**src/rtl/video_sync_tracker_pkg.sv**
```systemverilog
// ---------------------------------------------------------------------------
// video_sync_tracker_pkg
// Shared definitions for the video sync tracker:
//   - track_state_t : acquisition FSM encoding (SEARCH=0, ACQUIRE=1, LOCKED=2)
//   - default per-field line limits for NTSC (262/263-line fields) and
//     PAL (312/313-line fields)
//   - in_window()   : inclusive range test used for field-length and
//                     active-window decisions
// ---------------------------------------------------------------------------
package video_sync_tracker_pkg;

  typedef enum logic [1:0] {
    SEARCH  = 2'd0,
    ACQUIRE = 2'd1,
    LOCKED  = 2'd2
  } track_state_t;

  // NTSC fields carry 262 or 263 lines; the window leaves room for
  // non-standard sources such as VCRs.
  localparam int NTSC_LINES_MIN = 240;
  localparam int NTSC_LINES_MAX = 320;

  // PAL fields carry 312 or 313 lines.
  localparam int PAL_LINES_MIN  = 288;
  localparam int PAL_LINES_MAX  = 336;

  // Inclusive range test: lo <= value <= hi.
  function automatic logic in_window(input logic [31:0] value,
                                     input logic [31:0] lo,
                                     input logic [31:0] hi);
    return (value >= lo) && (value <= hi);
  endfunction

endpackage

```
**src/rtl/video_sync_tracker_sync_edge_detect.sv**
```systemverilog
// ---------------------------------------------------------------------------
// sync_edge_detect
// Registered rising-edge pulse generator for a bundle of level inputs.
// Each 0->1 transition yields exactly one cycle of 'rise' in the cycle
// after the high level is first sampled.
//
// The first clock after reset only loads the level history, so an input
// that is already high when reset is released is not reported as an edge.
//
// Ports:
//   clk     in          clock
//   reset_n in          asynchronous active-low reset
//   level   in  WIDTH   input levels, already synchronous to clk
//   rise    out WIDTH   registered one-cycle rising-edge events
// ---------------------------------------------------------------------------
module sync_edge_detect #(
  parameter int WIDTH = 2
) (
  input  logic             clk,
  input  logic             reset_n,
  input  logic [WIDTH-1:0] level,
  output logic [WIDTH-1:0] rise
);

  logic [WIDTH-1:0] prev_r;
  logic             primed_r;

  // Level history and registered edge events; history starts at 0 and
  // edge reporting is held off until the history holds a real sample.
  always_ff @(posedge clk or negedge reset_n) begin
    if (!reset_n) begin
      prev_r   <= {WIDTH{1'b0}};
      primed_r <= 1'b0;
      rise     <= {WIDTH{1'b0}};
    end else begin
      prev_r   <= level;
      primed_r <= 1'b1;
      rise     <= primed_r ? (level & ~prev_r) : {WIDTH{1'b0}};
    end
  end

endmodule

```
**src/rtl/video_sync_tracker.sv**
```systemverilog
// ---------------------------------------------------------------------------
// video_sync_tracker
// Tracks the decoder's HSYNC/VSYNC/FID outputs, counts lines per field,
// validates field length and, once LOCK_FIELDS consecutive in-range fields
// have been seen, publishes line/field timing to downstream logic.
//
// Optional feature: define VIDEO_SYNC_TRACKER_TIMEOUT_EN to add an hsync
// watchdog that drops back to SEARCH after TIMEOUT_CLKS clocks without
// an hsync event. Without the macro TIMEOUT_CLKS only feeds the parameter
// sanity check.
//
// Ports:
//   clk          in         pixel/decoder clock
//   reset_n      in         asynchronous active-low reset
//   hsync_in     in         HSYNC level (synchronous)
//   vsync_in     in         VSYNC level (synchronous)
//   fid_in       in         field ID level
//   locked       out        high while locked
//   field_start  out        pulse at each accepted field start
//   line_start   out        pulse at each line start while locked
//   line_num     out LINE_W current line in field (0 when unlocked)
//   field_id     out        fid_in captured at the last vsync event
//   active       out        locked and inside the active line window
//   field_lines  out LINE_W line count of the last completed field
// ---------------------------------------------------------------------------
module video_sync_tracker
  import video_sync_tracker_pkg::*;
#(
  parameter int LINE_W       = 10,
  parameter int LOCK_FIELDS  = 3,
  parameter int LINES_MIN    = NTSC_LINES_MIN,
  parameter int LINES_MAX    = NTSC_LINES_MAX,
  parameter int ACTIVE_FIRST = 21,
  parameter int ACTIVE_LAST  = 260,
  parameter int TIMEOUT_CLKS = 4096
) (
  input  logic              clk,
  input  logic              reset_n,
  input  logic              hsync_in,
  input  logic              vsync_in,
  input  logic              fid_in,
  output logic              locked,
  output logic              field_start,
  output logic              line_start,
  output logic [LINE_W-1:0] line_num,
  output logic              field_id,
  output logic              active,
  output logic [LINE_W-1:0] field_lines
);

  // Reject parameter values the tracker cannot honour.
  if (LOCK_FIELDS < 1 || LOCK_FIELDS > 15 || TIMEOUT_CLKS < 1 ||
      LINES_MIN > LINES_MAX) begin : g_param_check
    $error("video_sync_tracker: illegal parameter combination");
  end

  localparam logic [3:0]        LOCK_N   = 4'(LOCK_FIELDS);
  localparam logic [LINE_W-1:0] LCNT_ONE = LINE_W'(1);
  localparam logic [LINE_W-1:0] LCNT_SAT = {LINE_W{1'b1}};

  logic [1:0]        rise_s;
  logic              hs_ev_s;
  logic              vs_ev_s;
  track_state_t      state_r;
  track_state_t      state_next_s;
  logic [3:0]        good_cnt_r;
  logic [3:0]        good_cnt_next_s;
  logic [LINE_W-1:0] line_cnt_r;
  logic [LINE_W-1:0] line_cnt_next_s;
  logic              in_range_s;
  logic              overflow_s;
  logic              timeout_s;
  logic              lock_next_s;

  sync_edge_detect #(
    .WIDTH (2)
  ) u_edge (
    .clk     (clk),
    .reset_n (reset_n),
    .level   ({vsync_in, hsync_in}),
    .rise    (rise_s)
  );

  assign hs_ev_s = rise_s[0];
  assign vs_ev_s = rise_s[1];

  // Field length judged on the count reached when vsync arrives.
  assign in_range_s = in_window(32'(line_cnt_r), 32'(LINES_MIN), 32'(LINES_MAX));
  // The hsync that would push the count past LINES_MAX ends the lock;
  // a simultaneous vsync starts a new field instead.
  assign overflow_s = hs_ev_s && !vs_ev_s && (32'(line_cnt_r) >= 32'(LINES_MAX));

`ifdef VIDEO_SYNC_TRACKER_TIMEOUT_EN
  localparam int            WD_W     = $clog2(TIMEOUT_CLKS + 1);
  localparam logic [WD_W-1:0] WD_LIMIT = WD_W'(TIMEOUT_CLKS);
  localparam logic [WD_W-1:0] WD_ONE   = WD_W'(1);

  logic [WD_W-1:0] wd_cnt_r;

  assign timeout_s = (wd_cnt_r >= WD_LIMIT);

  // Hsync watchdog: clears on every hsync event, saturates at the limit.
  always_ff @(posedge clk or negedge reset_n) begin
    if (!reset_n) begin
      wd_cnt_r <= {WD_W{1'b0}};
    end else if (hs_ev_s) begin
      wd_cnt_r <= {WD_W{1'b0}};
    end else if (!timeout_s) begin
      wd_cnt_r <= wd_cnt_r + WD_ONE;
    end else begin
      wd_cnt_r <= wd_cnt_r;
    end
  end
`else
  assign timeout_s = 1'b0;
`endif

  // Line counter: vsync restarts the field (and wins over a coincident
  // hsync), hsync advances it with saturation.
  always_comb begin
    line_cnt_next_s = line_cnt_r;
    if (vs_ev_s) begin
      line_cnt_next_s = {LINE_W{1'b0}};
    end else if (hs_ev_s) begin
      line_cnt_next_s = (line_cnt_r == LCNT_SAT) ? line_cnt_r : line_cnt_r + LCNT_ONE;
    end else begin
      line_cnt_next_s = line_cnt_r;
    end
  end

  // Acquisition FSM next state; watchdog and overflow override field judging.
  always_comb begin
    state_next_s    = state_r;
    good_cnt_next_s = good_cnt_r;
    if (timeout_s) begin
      state_next_s    = SEARCH;
      good_cnt_next_s = 4'd0;
    end else if (vs_ev_s) begin
      case (state_r)
        SEARCH: begin
          // The field cut short by reset/search is never judged.
          state_next_s    = ACQUIRE;
          good_cnt_next_s = 4'd0;
        end
        ACQUIRE: begin
          if (in_range_s) begin
            good_cnt_next_s = good_cnt_r + 4'd1;
            if ((good_cnt_r + 4'd1) >= LOCK_N) begin
              state_next_s = LOCKED;
            end else begin
              state_next_s = ACQUIRE;
            end
          end else begin
            state_next_s    = ACQUIRE;
            good_cnt_next_s = 4'd0;
          end
        end
        LOCKED: begin
          if (in_range_s) begin
            state_next_s = LOCKED;
          end else begin
            state_next_s    = ACQUIRE;
            good_cnt_next_s = 4'd0;
          end
        end
        default: begin
          state_next_s    = SEARCH;
          good_cnt_next_s = 4'd0;
        end
      endcase
    end else if (overflow_s) begin
      state_next_s    = SEARCH;
      good_cnt_next_s = 4'd0;
    end else begin
      state_next_s    = state_r;
      good_cnt_next_s = good_cnt_r;
    end
  end

  assign lock_next_s = (state_next_s == LOCKED);

  // FSM and line counter state registers.
  always_ff @(posedge clk or negedge reset_n) begin
    if (!reset_n) begin
      state_r    <= SEARCH;
      good_cnt_r <= 4'd0;
      line_cnt_r <= {LINE_W{1'b0}};
    end else begin
      state_r    <= state_next_s;
      good_cnt_r <= good_cnt_next_s;
      line_cnt_r <= line_cnt_next_s;
    end
  end

  // Registered outputs, derived from next-state values so that locked,
  // field_start and the first line_num of a field change together.
  always_ff @(posedge clk or negedge reset_n) begin
    if (!reset_n) begin
      locked      <= 1'b0;
      field_start <= 1'b0;
      line_start  <= 1'b0;
      line_num    <= {LINE_W{1'b0}};
      field_id    <= 1'b0;
      active      <= 1'b0;
      field_lines <= {LINE_W{1'b0}};
    end else begin
      locked      <= lock_next_s;
      field_start <= vs_ev_s && lock_next_s;
      line_start  <= (hs_ev_s || vs_ev_s) && lock_next_s;
      line_num    <= lock_next_s ? line_cnt_next_s : {LINE_W{1'b0}};
      active      <= lock_next_s &&
                     in_window(32'(line_cnt_next_s), 32'(ACTIVE_FIRST), 32'(ACTIVE_LAST));
      if (vs_ev_s) begin
        field_lines <= line_cnt_r;
        field_id    <= fid_in;
      end else begin
        field_lines <= field_lines;
        field_id    <= field_id;
      end
    end
  end

endmodule

```
**config.mk**
```make
export PLATFORM = sky130hd
export DESIGN_NAME = video_sync_tracker
export DESIGN_NICKNAME = d
export VERILOG_FILES = /design/src/rtl/video_sync_tracker_pkg.sv /design/src/rtl/video_sync_tracker_sync_edge_detect.sv /design/src/rtl/video_sync_tracker.sv
export SDC_FILE = /design/constraint.sdc
export NUM_CORES = 1
export LEC_CHECK = 0
export ABC_CLOCK_PERIOD_IN_PS = 2800
export BUFFER_PORTS_ARGS = -buffer_cell sky130_fd_sc_hd__buf_4
export CELL_PAD_IN_SITES_DETAIL_PLACEMENT = 0
export CELL_PAD_IN_SITES_GLOBAL_PLACEMENT = 1
export CORE_MARGIN = 4
export CORE_UTILIZATION = 45
export CTS_CLUSTER_DIAMETER = 40
export DETAILED_ROUTE_END_ITERATION = 16
export GPL_TIMING_DRIVEN = 1
export PLACE_DENSITY_LB_ADDON = 0.1
export SYNTH_ARGS = -nofsm -noshare
export SYNTH_HDL_FRONTEND = slang
export SYNTH_SLANG_ARGS = --single-unit
```
**constraint.sdc**
```tcl
create_clock -name clk -period 2.8 [get_ports clk]
set_input_delay 0.42 -clock clk [delete_from_list [all_inputs] [get_ports clk]]
set_output_delay 0.42 -clock clk [all_outputs]
set_load 0.05 [all_outputs]
```
==> flow_metrics.py <==
metrics = {
    "status": {
        "status": "finished, final reports clean",
    },
    "yosys": {
        "synth-xor-area-share": 0.00804,
        "synth.most_common_cell": "dfrtp_1",
        "synth_top_family_by_area": "simple AND/OR/NAND/NOR gates",
        "yosys-top-cells-area": "dfrtp_1 (53%), mux2_2 (6.2%), nor2_1 (2.9%)",
        "ys_types": 57,
        "synth-edff-count": 0,
        "synth_fa_ha_area_frac": 0.0230,
        "synth_compound_area_frac": 0.156,
        "yosys.area_share.simple": 0.176,
        "ys_seq_elements": 46,
        "ys_seq_area_frac": 0.528,
        "synth-async-reset-ratio": 1.00,
        "muxShareOfSynthArea": 0.0712,
        "synth_common_cells": "dfrtp_1 (46), nor2_1 (17), mux2_2 (12)",
        "syn_avg_cell_area_um2": 11.5,
        "synthesis.nets": 199,
        "yosys.area.top_type_share": 0.528,
        "ys.flop_type": "dfrtp_1",
        "syn_area_um2": 2180,
        "synth_cells": 190,
        "ys_warn_count": 0,
        "yosysTopAreaCell": "dfrtp_1",
    },
    "clock_network": {
        "clk_pin_slew_worst_paths_ns": 0.09,
        "cts_hold_buf": 0,
        "cts_setup_buffers": 0,
        "insertion_delay_ns": 0.31,
        "htreeDepth": 2,
        "ctsResizeCount": 0,
        "cts.sinks": 46,
        "cts_tree": "done",
        "cts_buffer_depth": 2,
        "cts_buffers": 5,
        "cts_root_buf": "clkbuf_8",
    },
    "worst_setup_path": {
        "cpMaxStageDelayCell": "dfrtp_1",
        "slowest_delay_ns": 0.45,
        "start_kind": "register",
        "critPathKind": "register to register",
        "crit_chain": "ha_1 -> and4_1 -> a31oi_2 -> mux2i_1 -> a2111oi_0 -> nand4_1 -> o41ai_2",
        "worst-endpoint-required_ns": 3.01,
        "worst-path-max-fanout": 7,
        "crit_family": "compound AO/OA/AOI/OAI gates",
        "path_buf_inv": 0,
        "critPathArrivalTime_ns": 2.46,
        "crit_path_end_kind": "register",
    },
    "die": {
        "start_util": 0.464,
        "die_h_um": 77.6,
        "dieArea_um2": 6020,
        "core_region_area_um2": 4690,
        "die_w_um": 77.6,
        "io_pins": 30,
        "rows": 25,
    },
    "routing": {
        "drt_first_pass_iters": 4,
        "drt_wl_total_mm": 4.62,
        "ant_nets": 0,
        "drt_iter0_drc": 77,
        "drc": 0,
        "routedWlPerCell_um": 16.9,
        "vias": 1552,
        "viasPerCell": 5.66,
    },
    "global_routing": {
        "antenna_found_initial": 0,
        "grt_pass1_vias": 1558,
        "grt_max_degree": 47,
        "track_usage": 0.169,
        "overflow": 0,
        "grt_pass1_wl_mm": 7.94,
    },
    "finish": {
        "nNetsFinal": 228,
        "syn_to_final_growth_pct": 16.8,
        "drive_above_1_share": 0.277,
        "fill_cells": 402,
        "antenna_cells": 0,
    },
    "power": {
        "power_density_nw_per_um2": 579,
        "p_total_mw": 1.47,
        "leakage_nw": 1.23,
        "vdd_drop_max_mv": 0.505,
    },
    "timing": {
        "slew_violations": 0,
        "hold_viol": 0,
        "slew_headroom": 0.579,
        "period_share": 0.805,
        "report.final.setup_viol": 0,
        "worst_slew_pin_slew_ns": 0.627,
        "fin_crit_ns": 2.25,
        "finClkSkew_ns": 0.00657,
        "max_freq_mhz": 444,
        "tns_ns": 0,
        "rsz0062_at_grt": "no",
    },
    "hold_path": {
        "hp-class": "input port to async pin",
    },
    "placed_design": {
        "place_congestion": 0.898,
        "dp_hpwl_mm": 3.25,
        "portBuffers": 29,
    },
    "flow_run": {
        "maxCapViolCount": 0,
    },
}
report_power, final:
part | total (mW) | internal (mW) | switching (mW) | leakage (nW)
clock network | 0.520 | 0.272 | 0.248 | 0.0563
registers | 0.731 | 0.697 | 0.0336 | 0.626
logic | 0.221 | 0.0805 | 0.141 | 0.552
total | 1.47 | 1.05 | 0.423 | 1.23
placed cells by master (no fill, tap or decap), types with 2 or more instances in the layout:
| cell type | instances |
|---|---|
| a211oi_1 | 4 |
| a21o_1 | 2 |
| a21oi_1 | 6 |
| a31oi_1 | 4 |
| and2_1 | 7 |
| and3_1 | 2 |
| and3b_1 | 2 |
| and4_1 | 3 |
| buf_4 | 30 |
| clkbuf_8 | 5 |
| dfrtp_1 | 46 |
| ha_1 | 4 |
| inv_1 | 8 |
| mux2_2 | 12 |
| mux2i_1 | 2 |
| nand2_1 | 6 |
| nand3_1 | 4 |
| nand3b_1 | 2 |
| nand4_1 | 4 |
| nor2_1 | 17 |
| nor2b_1 | 3 |
| nor3_1 | 5 |
| o21a_1 | 2 |
| o21ai_0 | 5 |
| o2bb2ai_1 | 2 |
| or3_1 | 2 |
routing by layer:
metal  global-route usage  vias to the layer above  part of all wire
met5                    0                        -                 0
met4               0.0854                        0             0.032
met3               0.0418                       10             0.052
met2                0.251                       45              0.45
met1                0.231                      747              0.47
li1                     -                      750                 -
worst paths after layout:
kind	start	endpoint	slack (ns)	depth (start not counted)
min reg2reg	u_edge.prev_r[0]$_DFF_PN0_	u_edge.rise[0]$_DFF_PN0_	0.40	1
max in group asynchronous	reset_n	line_cnt_r[0]$_DFF_PN0_	2.33	1
max	line_cnt_r[0]$_DFF_PN0_	active$_DFF_PN0_	0.55	7
min	reset_n	line_num[4]$_DFF_PN0_	0.09	1
min in group clk	vsync_in	u_edge.prev_r[1]$_DFF_PN0_	0.22	1
max reg2reg	line_cnt_r[0]$_DFF_PN0_	active$_DFF_PN0_	0.55	7
cells by family (layout without fill, tap and decap cells):
| kind of cell | count (synthesis) | in the layout |
|---|---|---|
| multiplexers | 14 | 14 |
| AO/OA/AOI/OAI | 41 | 41 |
| AND/OR/NAND/NOR | 65 | 65 |
| other | 1 | 1 |
| adder cells (fa/ha/maj) | 4 | 4 |
| buffers and inverters | 17 | 47 |
| flip-flops | 46 | 46 |
| XOR/XNOR | 2 | 2 |
layout make-up:
type / count / area, um2 / area share
Tap cell: 54 / 67.6 / 0.0266
Timing Repair Buffer: 30 / 225 / 0.0885
Clock inverter: 3 / 48.8 / 0.0192
Multi-Input combinational cell: 127 / 948 / 0.373
Inverter: 9 / 33.8 / 0.0133
Sequential cell: 46 / 1150 / 0.453
Clock buffer: 5 / 68.8 / 0.0271
state kept, by name, indices dropped and copies added (netlist names), 2 cells and up:
register and cells:
field_lines 10, line_cnt_r 10, line_num 10, good_cnt_r 4, state_r 2, u_edge.prev_r 2, u_edge.rise 2
stage by stage:
stage           util  area [um2]  instances  hold WS [ns]  setup WS [ns]
3_5_place_dp   0.517        2430        266         0.384          0.567
6_report       0.542        2540        274        0.0930          0.547
3_3_place_gp   0.517        2430        266         0.381          0.646
4_1_cts        0.542        2540        274         0.117          0.550
5_1_grt        0.542        2540        274         0.147          0.345
2_1_floorplan      -        2180        190         0.124          0.743
No activity file was read; power rests on OpenSTA's default activity.
